**config.mk**
```make
export PLATFORM = sky130hd
export DESIGN_NAME = uart_sim_rx_monitor
export DESIGN_NICKNAME = d
export VERILOG_FILES = /design/src/rtl/uart_sim_rx_monitor.sv
export SDC_FILE = /design/constraint.sdc
export NUM_CORES = 1
export LEC_CHECK = 0
export BUFFER_PORTS_ARGS = -buffer_cell sky130_fd_sc_hd__buf_2
export CAP_MARGIN = 20
export CORE_ASPECT_RATIO = 0.8
export CORE_MARGIN = 3
export CORE_UTILIZATION = 40
export DETAILED_ROUTE_END_ITERATION = 16
export GPL_TIMING_DRIVEN = 0
export MAX_ROUTING_LAYER = met4
export SLEW_MARGIN = 10
export SYNTH_ARGS = -nofsm -noshare
export SYNTH_HDL_FRONTEND = slang
export SYNTH_SLANG_ARGS = --single-unit
```
**constraint.sdc**
```tcl
create_clock -name clk_sys -period 2.2 [get_ports clk_sys]
set_clock_uncertainty 0.1 [all_clocks]
set_input_delay 0.55 -clock clk_sys [delete_from_list [all_inputs] [get_ports clk_sys]]
set_output_delay 0.55 -clock clk_sys [all_outputs]
set_load 0.005 [all_outputs]
```
**src/rtl/uart_sim_rx_monitor.sv**
```systemverilog
`default_nettype none
// ============================================================================
// Module   : uart_sim_rx_monitor
// Brief    : 8N1 UART receiver that recovers bytes from the uart0 TX line,
//            counts them and flags the ASCII strings "PASS" and "FAIL".
// Revision : 1.0 - initial release
// ============================================================================
module uart_sim_rx_monitor #(
  parameter int CLK_FREQ       = 50_000_000,
  parameter int BAUD_RATE      = 1_500_000,
  parameter int CYCLES_PER_BIT = CLK_FREQ / BAUD_RATE
) (
  input  logic        clk_sys,
  input  logic        rst_sys_n,
  input  logic        enable_i,
  input  logic        rx_i,
  output logic        byte_valid_o,
  output logic [7:0]  byte_o,
  output logic        frame_err_o,
  output logic        pass_o,
  output logic        fail_o,
  output logic [31:0] byte_count_o
);

  localparam int c_HALF_BIT = CYCLES_PER_BIT / 2;
  localparam int c_CNT_W    = $clog2(CYCLES_PER_BIT + 1);
  localparam logic [c_CNT_W-1:0] c_BIT_LAST  = c_CNT_W'(CYCLES_PER_BIT - 1);
  localparam logic [c_CNT_W-1:0] c_HALF_LAST = c_CNT_W'(c_HALF_BIT - 1);
  localparam logic [c_CNT_W-1:0] c_CNT_ONE   = c_CNT_W'(1);

  generate
    if (CYCLES_PER_BIT < 4) begin : g_param_check
      $error("uart_sim_rx_monitor: CYCLES_PER_BIT must be at least 4");
    end
  endgenerate

  typedef enum logic [2:0] {
    S_IDLE  = 3'd0,
    S_START = 3'd1,
    S_DATA  = 3'd2,
    S_STOP  = 3'd3,
    S_BREAK = 3'd4
  } state_t;

  state_t             r_state;
  logic               r_rx_meta;
  logic               r_rx_s;
  logic [c_CNT_W-1:0] r_cnt;
  logic [2:0]         r_bit_idx;
  logic [7:0]         r_shift;
  logic               r_byte_valid;
  logic [7:0]         r_byte;
  logic               r_frame_err;
  logic [31:0]        r_byte_count;
  logic [2:0]         r_pass_idx;
  logic [2:0]         r_fail_idx;
  logic               r_pass;
  logic               r_fail;
  logic               w_cnt_bit_done;

  assign w_cnt_bit_done = (r_cnt == c_BIT_LAST);

  // The line is asynchronous; idle-high reset avoids a false start after reset.
  always_ff @(posedge clk_sys or negedge rst_sys_n) begin
    if (!rst_sys_n) begin
      r_rx_meta <= 1'b1;
      r_rx_s    <= 1'b1;
    end else begin
      r_rx_meta <= rx_i;
      r_rx_s    <= r_rx_meta;
    end
  end

  always_ff @(posedge clk_sys or negedge rst_sys_n) begin
    if (!rst_sys_n) begin
      r_state      <= S_IDLE;
      r_cnt        <= '0;
      r_bit_idx    <= 3'd0;
      r_shift      <= 8'h00;
      r_byte_valid <= 1'b0;
      r_byte       <= 8'h00;
      r_frame_err  <= 1'b0;
      r_byte_count <= 32'd0;
    end else begin
      r_byte_valid <= 1'b0;
      r_frame_err  <= 1'b0;
      if (!enable_i) begin
        r_state <= S_IDLE;
        r_cnt   <= '0;
      end else begin
        case (r_state)
          S_IDLE: begin
            if (!r_rx_s) begin
              r_state <= S_START;
              r_cnt   <= '0;
            end
          end
          S_START: begin
            if (r_cnt == c_HALF_LAST) begin
              r_state   <= r_rx_s ? S_IDLE : S_DATA;
              r_cnt     <= '0;
              r_bit_idx <= 3'd0;
            end else begin
              r_cnt <= r_cnt + c_CNT_ONE;
            end
          end
          S_DATA: begin
            if (w_cnt_bit_done) begin
              // LSB arrives first, so shifting in at the top leaves it at bit 0.
              r_shift   <= {r_rx_s, r_shift[7:1]};
              r_cnt     <= '0;
              r_bit_idx <= r_bit_idx + 3'd1;
              if (r_bit_idx == 3'd7) begin
                r_state <= S_STOP;
              end
            end else begin
              r_cnt <= r_cnt + c_CNT_ONE;
            end
          end
          S_STOP: begin
            if (w_cnt_bit_done) begin
              r_cnt <= '0;
              if (r_rx_s) begin
                r_byte       <= r_shift;
                r_byte_valid <= 1'b1;
                r_byte_count <= r_byte_count + 32'd1;
                r_state      <= S_IDLE;
              end else begin
                r_frame_err <= 1'b1;
                r_state     <= S_BREAK;
              end
            end else begin
              r_cnt <= r_cnt + c_CNT_ONE;
            end
          end
          S_BREAK: begin
            if (r_rx_s) begin
              r_state <= S_IDLE;
            end
          end
          default: r_state <= S_IDLE;
        endcase
      end
    end
  end

  function automatic logic [7:0] f_pass_char(input logic [2:0] idx);
    case (idx)
      3'd0:    f_pass_char = 8'h50;
      3'd1:    f_pass_char = 8'h41;
      default: f_pass_char = 8'h53;
    endcase
  endfunction

  function automatic logic [7:0] f_fail_char(input logic [2:0] idx);
    case (idx)
      3'd0:    f_fail_char = 8'h46;
      3'd1:    f_fail_char = 8'h41;
      3'd2:    f_fail_char = 8'h49;
      default: f_fail_char = 8'h4C;
    endcase
  endfunction

  // Matchers consume the registered byte, so flags trail byte_valid_o by one cycle.
  always_ff @(posedge clk_sys or negedge rst_sys_n) begin
    if (!rst_sys_n) begin
      r_pass_idx <= 3'd0;
      r_fail_idx <= 3'd0;
      r_pass     <= 1'b0;
      r_fail     <= 1'b0;
    end else if (r_byte_valid) begin
      if (r_byte == f_pass_char(r_pass_idx)) begin
        if (r_pass_idx == 3'd3) begin
          r_pass     <= 1'b1;
          r_pass_idx <= 3'd0;
        end else begin
          r_pass_idx <= r_pass_idx + 3'd1;
        end
      end else begin
        r_pass_idx <= (r_byte == 8'h50) ? 3'd1 : 3'd0;
      end
      if (r_byte == f_fail_char(r_fail_idx)) begin
        if (r_fail_idx == 3'd3) begin
          r_fail     <= 1'b1;
          r_fail_idx <= 3'd0;
        end else begin
          r_fail_idx <= r_fail_idx + 3'd1;
        end
      end else begin
        r_fail_idx <= (r_byte == 8'h46) ? 3'd1 : 3'd0;
      end
    end
  end

  assign byte_valid_o = r_byte_valid;
  assign byte_o       = r_byte;
  assign frame_err_o  = r_frame_err;
  assign pass_o       = r_pass;
  assign fail_o       = r_fail;
  assign byte_count_o = r_byte_count;

endmodule
`default_nettype wire

```
== Word level (Yosys, flattened, before mapping) ==
Cells that the tools add are included.
Storage, ports and cells
  register bits: 72
  memories: 0
  output and inout bits: 44
  logic and storage cells: 92
  latch bits: 0
  RAM bits: 0
  bits of input ports: 4
  bits in read-only memories: 0
Cells by class
  bitwise operators: 0
  shift-type cells: 0
  div/mod/pow operators: 0
  reductions and logical operators: 12
  multiply operators: 0
  add/subtract/negate cells: 5
  eq/ne operators: 25
  mux-type cells: 36
  magnitude comparators: 0
Operator list (count)
  3-bit two-way mux: 14
  32-bit by 1-bit adder with 32-bit output, second input constant: 1
  6-bit two-way mux: 4
  3-bit inequality test, second input constant: 6
  6-bit one-hot mux with 3 select lines: 1
  8-bit by 7-bit equality test with 1-bit output, second input constant: 2
  8-bit equality test: 2
  8-bit two-way mux: 2
  3-bit by 2-bit equality test with 1-bit output, second input constant: 5
  3-bit one-hot mux with 5 select lines: 1
  4-bit one-hot mux with 3 select lines: 1
  1-bit two-way mux: 10
  5-bit one-hot mux with 2 select lines: 1
  3-bit by 1-bit adder with 3-bit output, second input constant: 3
  3-bit by 1-bit equality test with 1-bit output, second input constant: 3
  3-bit logical NOT: 3
  3-bit AND reduction: 3
  4-bit AND reduction: 2
  6-bit by 1-bit adder with 6-bit output, second input constant: 1
  3-bit equality test, second input constant: 2
  6-bit by 4-bit equality test with 1-bit output, second input constant: 1
  6-bit equality test, second input constant: 1
  3-bit one-hot mux with 2 select lines: 1
  6-bit AND reduction: 1
  6 further kinds: 7

== Logic depth before layout (Yosys ltp) ==
  depth after elaboration: 5
  gate-level depth with buffers: 8
  depth with buffers taken out: 7

== Worst setup path before layout ==
OpenSTA, ideal clock, no wires.
  path type: flip-flop to flip-flop
  from: register r_pass_idx[1]
  to: register r_pass_idx[0]
  data required time: 1.967 ns
  path slack: 0.228 ns
  cell stages (with the launch flop): 8
  arrival: 1.738 ns
  cell sequence: dfrtp_1 -> inv_1 -> ha_1 -> xor2_1 -> or4_1 -> a211oi_4 -> mux2i_1 -> o21ai_0
Between the ends
  longest elaborated chain between the ends: 5
Ends and longest elaborated chain
  start, declared: RTL line 55  | logic [2:0] r_pass_idx;
  start signal, assigned: RTL line 177  | r_pass_idx <= r_pass_idx + 3'd1;
  start signal, assigned: RTL line 180  | r_pass_idx <= (r_byte == 8'h50) ? 3'd1 : 3'd0;
  3-bit by 1-bit equality test with 1-bit output / 3-bit logical NOT (equally long branches): RTL line 148  | case (idx)
  5-bit one-hot mux with 2 select lines: RTL line 148
  8-bit two-way mux: RTL line 171  | end else if (r_byte_valid) begin
  8-bit equality test: RTL line 172  | if (r_byte == f_pass_char(r_pass_idx)) begin
  3-bit two-way mux (*): RTL line 172
Mark *: on every way between the ends. The rest lies on a longest branch, timed or not. The select of a mux whose other input is x is not followed.
A chain may end at the register's enable or synchronous reset.

== Worst setup path after layout ==
Ends and elaborated chain as after synthesis.

==> metrics <==
wire length per cell approximately 14 µm; placed cell area about 4000 µm²; top post-synthesis cells by area dfrtp_1 49%, nand2_1 4.9%, xnor2_1 4.6%; clock slew at reported path FFs about 80 ps; Fmax ~470 MHz; antenna cell count 0; number of global-route vias before repair 2,493; DR pass1 iterations 4; later-pin clock latency in the skew report 340 ps; Worst Hold Class input pin to asynchronous set/reset pin; pwr dens roughly 620 nW/µm²; ys flop type dfrtp_1; deepest clock path buffer count 2; largest net degree at the start of global routing about 40; non-filler cells, final 516; required time worst endpoint approximately 2300 ps; Yosys top cell by area dfrtp_1; clk root buf clkbuf_8; VDD IR max about 0.00045 V; Worst Setup SP r_pass_idx[1]$_DFFE_PN0P_; Core ar. 8600 µm²; GRT Total Usage about 15%; share of cells above drive strength 1 25.7%; Slew Viols, Final 0; # H-tree levels 3; Die Y ~90 µm; total design power 2680 µW; headroom to the max-slew limit approximately 56%; Post-Route WL between 7 and 8 mm; Cell Area, Synth around 3600 µm²; design area 4300 µm²; top sig layer met4; Yosys top cell area share just under 50%; initial antenna violation count 0; Max-cap violations 0; routed via count approximately 2,700; Async S/R FF share, synth 100%; PortBufs 47; layout filler cell count a little under 800; Synth Instances roughly 330; WP data arrival 2260 ps; Seq/Total Area, Yosys around half; EDFF count, synth 0; slew of the pin with the lowest slew margin roughly 660 ps; routed length on met2 around 3.3 mm; Ys Warns 0; hold-fix buffers at CTS 0; Met1 Routed Length around 3.8 mm; Iteration-0 DRC Markers ~150; GRT overflow 0; status completed; DIE AREA just over 10,000 µm²; vias per std cell 5.17; multi-input logic area between 1500 and 2000 µm²; flip-flop and latch count after synthesis just over 70; Final Util about half; Leakage around 0.0023 µW; Final Hold Vio Count 0; placed insts 494; CTS tree built; RSZ-0062 raised after global routing yes; post-route ant nets 0; Synth Area per Inst ~11 µm²; Syn-to-layout area delta 19.9%; Setup crit start kind register; routability cong. approximately 0.85; residual DRC count 0; die width 112 µm; Std-Cell Rows 30; critical path fanouts, max 4; syn_nets 350; fin crit share a little under 100%; Initial Util 41.7%; dpl hpwl 5.32 mm; first-pass GRT wire length about 13 mm; clock sinks between 70 and 80; minimum clock period 2150 ps; Register Area between 1500 and 2000 µm²; Nets about 420; Worst setup EP type register; Num CTS Buffers 9; Critical R2R Launch r_pass_idx[1]$_DFFE_PN0P_; synth unique cells between 50 and 60; wire length on met3 279 µm; final setup fails 0; Setup CP Type register to register; # IOs 48
[cells by family (layout without fill, tap and decap cells)]
family	count (synthesis)	count (layout)	share of synthesized area [%]
AO/OA/AOI/OAI	34	34	7.25
XOR/XNOR	37	37	9.03
adder cells (fa/ha/maj)	12	12	4.18
buffers and inverters	21	91	2.48
flip-flops	72	72	50.3
multiplexers	12	12	3.66
AND/OR/NAND/NOR	146	146	23.1
[critical path, cell delays in order (launching register included)]
cell and delay (ps):
dfrtp_1 420, inv_1 100, ha_1 190, xor2_1 140, or4_4 430, a211oi_4 340, mux2i_1 200, o21ai_0 90
[per-stage QoR]
step                hold WS, ps  setup TNS (ps)  setup slack [ps]
detailed placement          249               0              16.3
CTS                        42.1               0              15.7
global route               53.8            -105             -23.1
global placement            247            -169             -6.31
floorplan                   154               0               228
finish                     31.4               0              50.0
[flip-flops by register name, indices dropped and copies added (netlist names)]
register / count
r_shift: 8
byte_count_o: 32
r_state: 3
r_fail_idx: 3
byte_o: 8
pass_o: 1
fail_o: 1
r_rx_s: 1
r_bit_idx: 3
r_cnt: 6
r_pass_idx: 3
r_rx_meta: 1
frame_err_o: 1
byte_valid_o: 1
[area by class of cell]
type / count / area share (%)
sequential: 72 / 41.9
multi-input combinational: 241 / 40.0
timing repair buffer: 54 / 7.04
clock buffer: 11 / 3.29
tap: 112 / 3.26
clock inverter: 5 / 2.41
inverter: 14 / 1.22
buffer: 7 / 0.843
[synthesized netlist by cell type (5+ instances only)]
| library cell | n |
|---|---|
| dfrtp_1 | 70 |
| nand2_1 | 47 |
| xnor2_1 | 19 |
| xor2_1 | 18 |
| nand3_1 | 16 |
| inv_1 | 14 |
| nor2_1 | 14 |
| nor3_1 | 14 |
| ha_1 | 12 |
| and3_1 | 10 |
| mux2_2 | 9 |
| nand4_1 | 9 |
| o21ai_0 | 6 |
| a21o_1 | 5 |
| nor4_1 | 5 |
[power breakdown]
part           leakage [µW]  internal [µW]  total [µW]  switching, µW
registers          0.000983           1330        1330           4.26
logic               0.00116           21.7        70.8           49.0
clock network      0.000124            785        1280            491
total               0.00227           2140        2680            544
[placed cells by master (no fill, tap or decap), drive strengths merged, types with 12 or more instances in the layout]
cell,Yosys,layout
dfrtp,70,70
inv,14,14
ha,12,12
nand3,16,16
nand4,12,12
clkbuf,3,14
nor3,16,16
nor2,16,16
xor2,18,18
xnor2,19,19
buf,4,58
nand2,48,48
[final timing paths]
kind	cells after the start	to	slack, ps
min in group clk_sys	1	r_rx_meta$_DFF_PN1_	200
min	1	r_pass_idx[2]$_DFFE_PN0P_	30
min reg2reg	0	r_rx_s$_DFF_PN1_	260
max reg2reg	7	r_pass_idx[0]$_DFFE_PN0P_	50
max in group asynchronous	2	r_cnt[1]$_DFFE_PN0P_	1400
max	7	r_pass_idx[0]$_DFFE_PN0P_	50
[per-layer routing]
| metal | global-route usage (%) | vias up |
|---|---|---|
| met4 | 4.56 | 0 |
| met2 | 21.9 | 42 |
| li1 | - | 1308 |
| met3 | 4.15 | 15 |
| met1 | 21.8 | 1304 |
| met5 | - | - |
[repair_timing]
action                                  4_1_cts  5_1_grt
pin swaps                                     0        3
endpoints found under the setup margin        1       16
gates resized for setup                       1        6
buffers inserted                              0        6
endpoints found under the hold margin         0        0
Note: power is estimated with default switching activity, not from simulation.
